## src/rtl/table_rmw_updater.sv

```systemverilog
// Purpose: read-modify-write front end for a DEPTH x DW saturating-counter table; sweeps INIT_VAL after reset.
// Latency: lookup response 1 cycle after accept; update written 2 cycles after accept.
// Backpressure: lk_ready/upd_ready low during the sweep, and (without TABLE_RMW_BYPASS_EN) one cycle on an S1 update index hit.
module table_rmw_updater #(
    parameter int              DEPTH    = 1024,
    parameter int              AW       = 10,
    parameter int              DW       = 7,
    parameter logic [DW-1:0]   INIT_VAL = 7'h40
) (
    input  logic          clock,
    input  logic          reset,
    input  logic          lk_valid,
    output logic          lk_ready,
    input  logic [AW-1:0] lk_idx,
    output logic          lk_resp_valid,
    output logic [DW-1:0] lk_resp_data,
    input  logic          upd_valid,
    output logic          upd_ready,
    input  logic [AW-1:0] upd_idx,
    input  logic          upd_inc,
    output logic          init_done,
    output logic          sram_r_en,
    output logic [AW-1:0] sram_r_addr,
    input  logic [DW-1:0] sram_r_data,
    output logic          sram_w_en,
    output logic [AW-1:0] sram_w_addr,
    output logic [DW-1:0] sram_w_data
);

    typedef enum logic {
        ST_INIT = 1'b0,
        ST_RUN  = 1'b1
    } state_t;

    state_t        state;
    logic [AW-1:0] cnt;

    // S1 (data) and S2 (write) pipeline registers
    logic          s1_vld;
    logic          s1_upd;
    logic          s1_inc;
    logic [AW-1:0] s1_idx;
    logic          s2_vld;
    logic [AW-1:0] s2_idx;
    logic [DW-1:0] s2_wdat;

    logic          run;
    logic          stall;
    logic          lk_fire;
    logic          upd_fire;
    logic [AW-1:0] req_idx;
    logic [DW-1:0] cur;
    logic [DW-1:0] nxt;

    assign run = (state == ST_RUN);

    // Sweep FSM: write INIT_VAL to every entry once, then stay in RUN until reset
    always_ff @(posedge clock or posedge reset) begin
        if (reset) begin
            state     <= ST_INIT;
            cnt       <= '0;
            init_done <= 1'b0;
        end else begin
            case (state)
                ST_INIT: begin
                    cnt <= cnt + AW'(1);
                    if (cnt == AW'(DEPTH - 1)) begin
                        state     <= ST_RUN;
                        cnt       <= '0;
                        init_done <= 1'b1;
                    end
                end
                default: begin
                    state     <= ST_RUN;
                    init_done <= 1'b1;
                end
            endcase
        end
    end

    // The S0 request index: a pending lookup wins over a pending update
    assign req_idx = lk_valid ? lk_idx : upd_idx;

`ifdef TABLE_RMW_BYPASS_EN
    assign stall = 1'b0;
`else
    // Hold the request one cycle so its read coincides with the S2 write of the same entry
    assign stall = s1_vld && s1_upd && (req_idx == s1_idx);
`endif

    assign lk_ready  = run && !stall;
    assign upd_ready = run && !lk_valid && !stall;
    assign lk_fire   = lk_valid && lk_ready;
    assign upd_fire  = upd_valid && upd_ready;

    // S0 issue: one table read per accepted request; address idles at zero
    always_comb begin
        sram_r_en   = 1'b0;
        sram_r_addr = '0;
        if (lk_fire || upd_fire) begin
            sram_r_en   = 1'b1;
            sram_r_addr = req_idx;
        end
    end

    // S0 -> S1 capture of the accepted request
    always_ff @(posedge clock or posedge reset) begin
        if (reset) begin
            s1_vld <= 1'b0;
            s1_upd <= 1'b0;
            s1_inc <= 1'b0;
            s1_idx <= '0;
        end else begin
            s1_vld <= lk_fire || upd_fire;
            s1_upd <= upd_fire;
            s1_inc <= upd_inc;
            s1_idx <= req_idx;
        end
    end

`ifdef TABLE_RMW_BYPASS_EN
    // The S2 write has not reached the table yet when S1 reads, so forward it
    assign cur = (s2_vld && (s2_idx == s1_idx)) ? s2_wdat : sram_r_data;
`else
    assign cur = sram_r_data;
`endif

    // S1 saturating modify and lookup response
    always_comb begin
        nxt = cur;
        if (s1_inc) begin
            if (cur != {DW{1'b1}}) begin
                nxt = cur + DW'(1);
            end
        end else begin
            if (cur != '0) begin
                nxt = cur - DW'(1);
            end
        end
        lk_resp_valid = s1_vld && !s1_upd;
        lk_resp_data  = lk_resp_valid ? cur : '0;
    end

    // S1 -> S2 capture; only updates proceed to the write stage
    always_ff @(posedge clock or posedge reset) begin
        if (reset) begin
            s2_vld  <= 1'b0;
            s2_idx  <= '0;
            s2_wdat <= '0;
        end else begin
            s2_vld  <= s1_vld && s1_upd;
            s2_idx  <= s1_idx;
            s2_wdat <= nxt;
        end
    end

    // Table write port: sweep writes during INIT, S2 writes in RUN; reset silences the port at once
    always_comb begin
        sram_w_en   = 1'b0;
        sram_w_addr = '0;
        sram_w_data = '0;
        if (!reset) begin
            if (state == ST_INIT) begin
                sram_w_en   = 1'b1;
                sram_w_addr = cnt;
                sram_w_data = INIT_VAL;
            end else if (s2_vld) begin
                sram_w_en   = 1'b1;
                sram_w_addr = s2_idx;
                sram_w_data = s2_wdat;
            end
        end
    end

endmodule

```

## config.mk

```make
export PLATFORM = sky130hd
export DESIGN_NAME = table_rmw_updater
export DESIGN_NICKNAME = d
export VERILOG_FILES = /design/src/rtl/table_rmw_updater.sv
export SDC_FILE = /design/constraint.sdc
export NUM_CORES = 1
export LEC_CHECK = 0
export BUFFER_PORTS_ARGS = -buffer_cell sky130_fd_sc_hd__buf_2
export CAP_MARGIN = 20
export CELL_PAD_IN_SITES_DETAIL_PLACEMENT = 1
export CELL_PAD_IN_SITES_GLOBAL_PLACEMENT = 1
export CORE_MARGIN = 3
export CORE_UTILIZATION = 35
export DETAILED_ROUTE_END_ITERATION = 6
export HOLD_SLACK_MARGIN = 0.12
export MAX_ROUTING_LAYER = met4
export PLACE_DENSITY_LB_ADDON = 0.15
export SLEW_MARGIN = 10
export SYNTH_ARGS = -nofsm -noshare
export SYNTH_HDL_FRONTEND = slang
export SYNTH_SLANG_ARGS = --single-unit
```

## constraint.sdc

```tcl
create_clock -name clock -period 2.08 [get_ports clock]
set_input_delay 0.312 -clock clock [delete_from_list [all_inputs] [get_ports clock]]
set_output_delay 0.312 -clock clock [all_outputs]
set_load 0.02 [all_outputs]
```

==> results.py <==
metrics = {
    "status": {
        "status": "completed",
    },
    "global_route": {
        "grt_pass1_vias": 2223,
        "antenna_found_initial": 0,
        "grt_max_degree": 26,
        "overflow": 0,
        "globalRouteTotalUtil_pct": 18.3,
        "grt_pass1_wl_microns": 10800,
    },
    "timing": {
        "tightestPinTransition_ps": 440,
        "fin_tns_setup_ps": 0,
        "fmax_mhz": 482,
        "post-route-period-util_pct": 99.8,
        "slew_headroom_pct": 70.4,
        "drv_slew": 0,
        "period_minus_slack_ps": 2080,
        "fin_skew_ps": 10.9,
        "rsz0062_at_grt": "true",
        "finalHoldViolations": 0,
        "setup_viol": 0,
    },
    "power_and_ir_drop": {
        "p_leak_uw": 0.00159,
        "powerDensity_mw_per_mm2": 541,
        "vdd_drop_max_uv": 326,
    },
    "placement": {
        "globalplace.congestion": 0.840,
        "placed_area_sq_mm": 0.00292,
        "dp_hpwl_microns": 4910,
        "io_buffers": 71,
        "place_inst": 394,
    },
    "route": {
        "via_per_inst": 5.13,
        "drt-total-wl_microns": 6960,
        "wire_per_inst_microns": 16.8,
        "drt_first_pass_iters": 4,
        "drc_errors": 0,
        "final_antenna_net_count": 0,
        "vias": 2118,
        "drtIter0Drc": 75,
    },
    "critical_path": {
        "critPathCaptureType": "output pin",
        "path_cells": "buf_12, buf_6, mux2_2, xnor2_1, and4_4, a31oi_1, buf_2",
        "worst_ep_required_time_ps": 1770,
        "cpPeakStageDelay_ps": 380,
        "slowest_stage": "and4_4",
        "cp.arrival_ps": 1760,
        "crit_path_max_fanout": 14,
        "critPathKind": "in -> out",
        "start_kind": "input pin",
    },
    "clock_network": {
        "clk_latency_ps": 300,
        "clkTransAtPathRegs_ps": 80,
        "htreeDepth": 2,
        "cts-root-buf": "clkbuf_8",
        "clock-sinks": 43,
        "numCtsBuffers": 5,
        "cts_tree": "built",
        "cts_buffer_depth": 2,
    },
    "final_layout": {
        "utilization_pct": 50.4,
        "regArea_sq_mm": 0.00108,
        "drive_gt1_share_pct": 40.8,
        "multi_input_area_sq_mm": 0.00122,
        "finalNetCount": 370,
        "final_common_cell": "buf_2",
        "final_cell_mix": "buf_2 (63), dfrtp_1 (43), buf_4 (39), nor2_1 (17), nand2_1 (16)",
        "final_area_sq_mm": 0.00322,
        "n_fill_cell": 738,
        "area_delta_synth_final_pct": 38.2,
        "instances_no_fill": 413,
        "n_antenna_cell": 0,
    },
    "floorplanning": {
        "start_util_pct": 36.4,
        "chipHeight_microns": 87.5,
        "ioPinCount": 72,
        "die-area_sq_mm": 0.00766,
        "rows": 29,
        "dieWidth_microns": 87.5,
        "core_area_sq_mm": 0.00639,
    },
    "yosys": {
        "yosysSeqAreaShare_pct": 46.2,
        "ys_seq_elements": 43,
        "synth_warnings": 0,
        "ys.flop_type": "dfrtp_1",
        "synth_area_sq_mm": 0.00233,
        "synthCells": 233,
        "syn_avg_cell_area_sq_um": 9.99,
        "async_flop_share_pct": 100,
        "synth_fp_nets": 268,
        "synth.distinct_cells": 44,
        "synth_edf_count": 0,
    },
    "flow_run": {
        "maxCapViolCount": 0,
    },
    "min_path": {
        "min-delay-path-class": "in -> async",
    },
}
-- timing repair --
item	CTS	global route
setup endpoints to repair	13	13
cloned	0	2
gates resized for setup	6	28
pin swaps	0	8
setup buffers	0	7
hold buffers	2	0
hold endpoints to repair	5	0
-- kinds of logic after synthesis --
kind of cell    after synthesis  synth area share, %
simple gates                 82                 19.5
compound gates               49                 14.4
flops                        43                 46.2
buf+inv                      26                 5.05
xor+xnor                     19                 7.47
mux                          11                 5.75
fa+ha+maj                     3                 1.61
-- synth_stat cells (all sizes together) (2+ instances only) --
master | instances | area (sq um)
mux2 | 10 | 124
dfrtp | 43 | 1080
and4 | 2 | 17.5
xnor2 | 8 | 70.1
a221oi | 3 | 26.3
a22oi | 7 | 52.6
and2 | 10 | 62.6
o21ai | 5 | 25.0
o21a | 3 | 22.5
nand4 | 2 | 12.5
nand3 | 8 | 40.0
xor2 | 11 | 104
nand2b | 5 | 31.3
nor2 | 17 | 63.8
nor3 | 5 | 30.0
nand2 | 16 | 60.1
inv | 12 | 45.0
nor2b | 3 | 18.8
ha | 3 | 37.5
a21oi | 6 | 30.0
clkbuf | 8 | 30.0
a31oi | 16 | 100
buf | 6 | 42.5
and3 | 8 | 50.1
-- final cells by class --
class | instances | area share (%)
multi-input combinational | 164 | 37.8
sequential | 43 | 33.5
timing repair buffer | 109 | 21.6
tap | 77 | 3.00
clock buffer | 6 | 2.26
inverter | 12 | 1.52
clock inverter | 2 | 0.389
-- power by group --
part | internal, uW | leakage, uW | switching [uW]
Clock | 235 | 0.0000412 | 292
Combinational | 152 | 0.00103 | 163
Sequential | 877 | 0.000520 | 22.7
Total | 1260 | 0.00159 | 478
-- per-stage QoR --
| stage | hold WS, ps | total power (uW) | setup slack (ps) |
|---|---|---|---|
| global placement | 287 | 1160 | -257 |
| floorplan | 343 | 1060 | 24.0 |
| finish | 142 | 1740 | 4.75 |
| CTS | 144 | 1720 | 19.5 |
| global route | 168 | 1830 | -121 |
| detailed placement | 293 | 1170 | -246 |
-- per-layer routing --
layer | GRT usage [%] | share of wire (%) | vias up | routed length (microns)
met5 | - | 0 | - | 0
met4 | 3.77 | 0.98 | 0 | 68
met3 | 3.10 | 3.7 | 7 | 254
met2 | 28.4 | 50 | 41 | 3460
met1 | 25.5 | 46 | 1048 | 3170
li1 | - | - | 1022 | -
-- sequential cells by signal, indices dropped and copies added (netlist names) --
name,count
s1_upd,1
cnt,10
s1_vld,1
s2_idx,10
init_done,1
s1_inc,1
s2_wdat,7
s2_vld,1
s1_idx,10
run,1
-- worst max-delay path: cells and delay by family --
family / cells / cell delay, ps
multiplexers: 1 / 370
buffers and inverters: 3 / 400
AO/OA/AOI/OAI: 1 / 130
AND/OR/NAND/NOR: 1 / 380
XOR/XNOR: 1 / 160
-- final timing paths --
| kind | startpoint | to | slack, ps | depth (start not counted) |
|---|---|---|---|---|
| min in group clock | upd_valid | s1_upd | 270 | 3 |
| setup / recovery | lk_valid | sram_r_addr[0] | 5 | 7 |
| hold reg to reg | s1_idx[1] | s2_idx[1] | 390 | 0 |
| hold / removal | reset | init_done | 140 | 3 |
| setup reg to reg | cnt[0] | cnt[3] | 570 | 5 |
| max in group asynchronous | reset | s2_wdat[1] | 1290 | 3 |
Note: power is estimated with default switching activity, not from simulation.
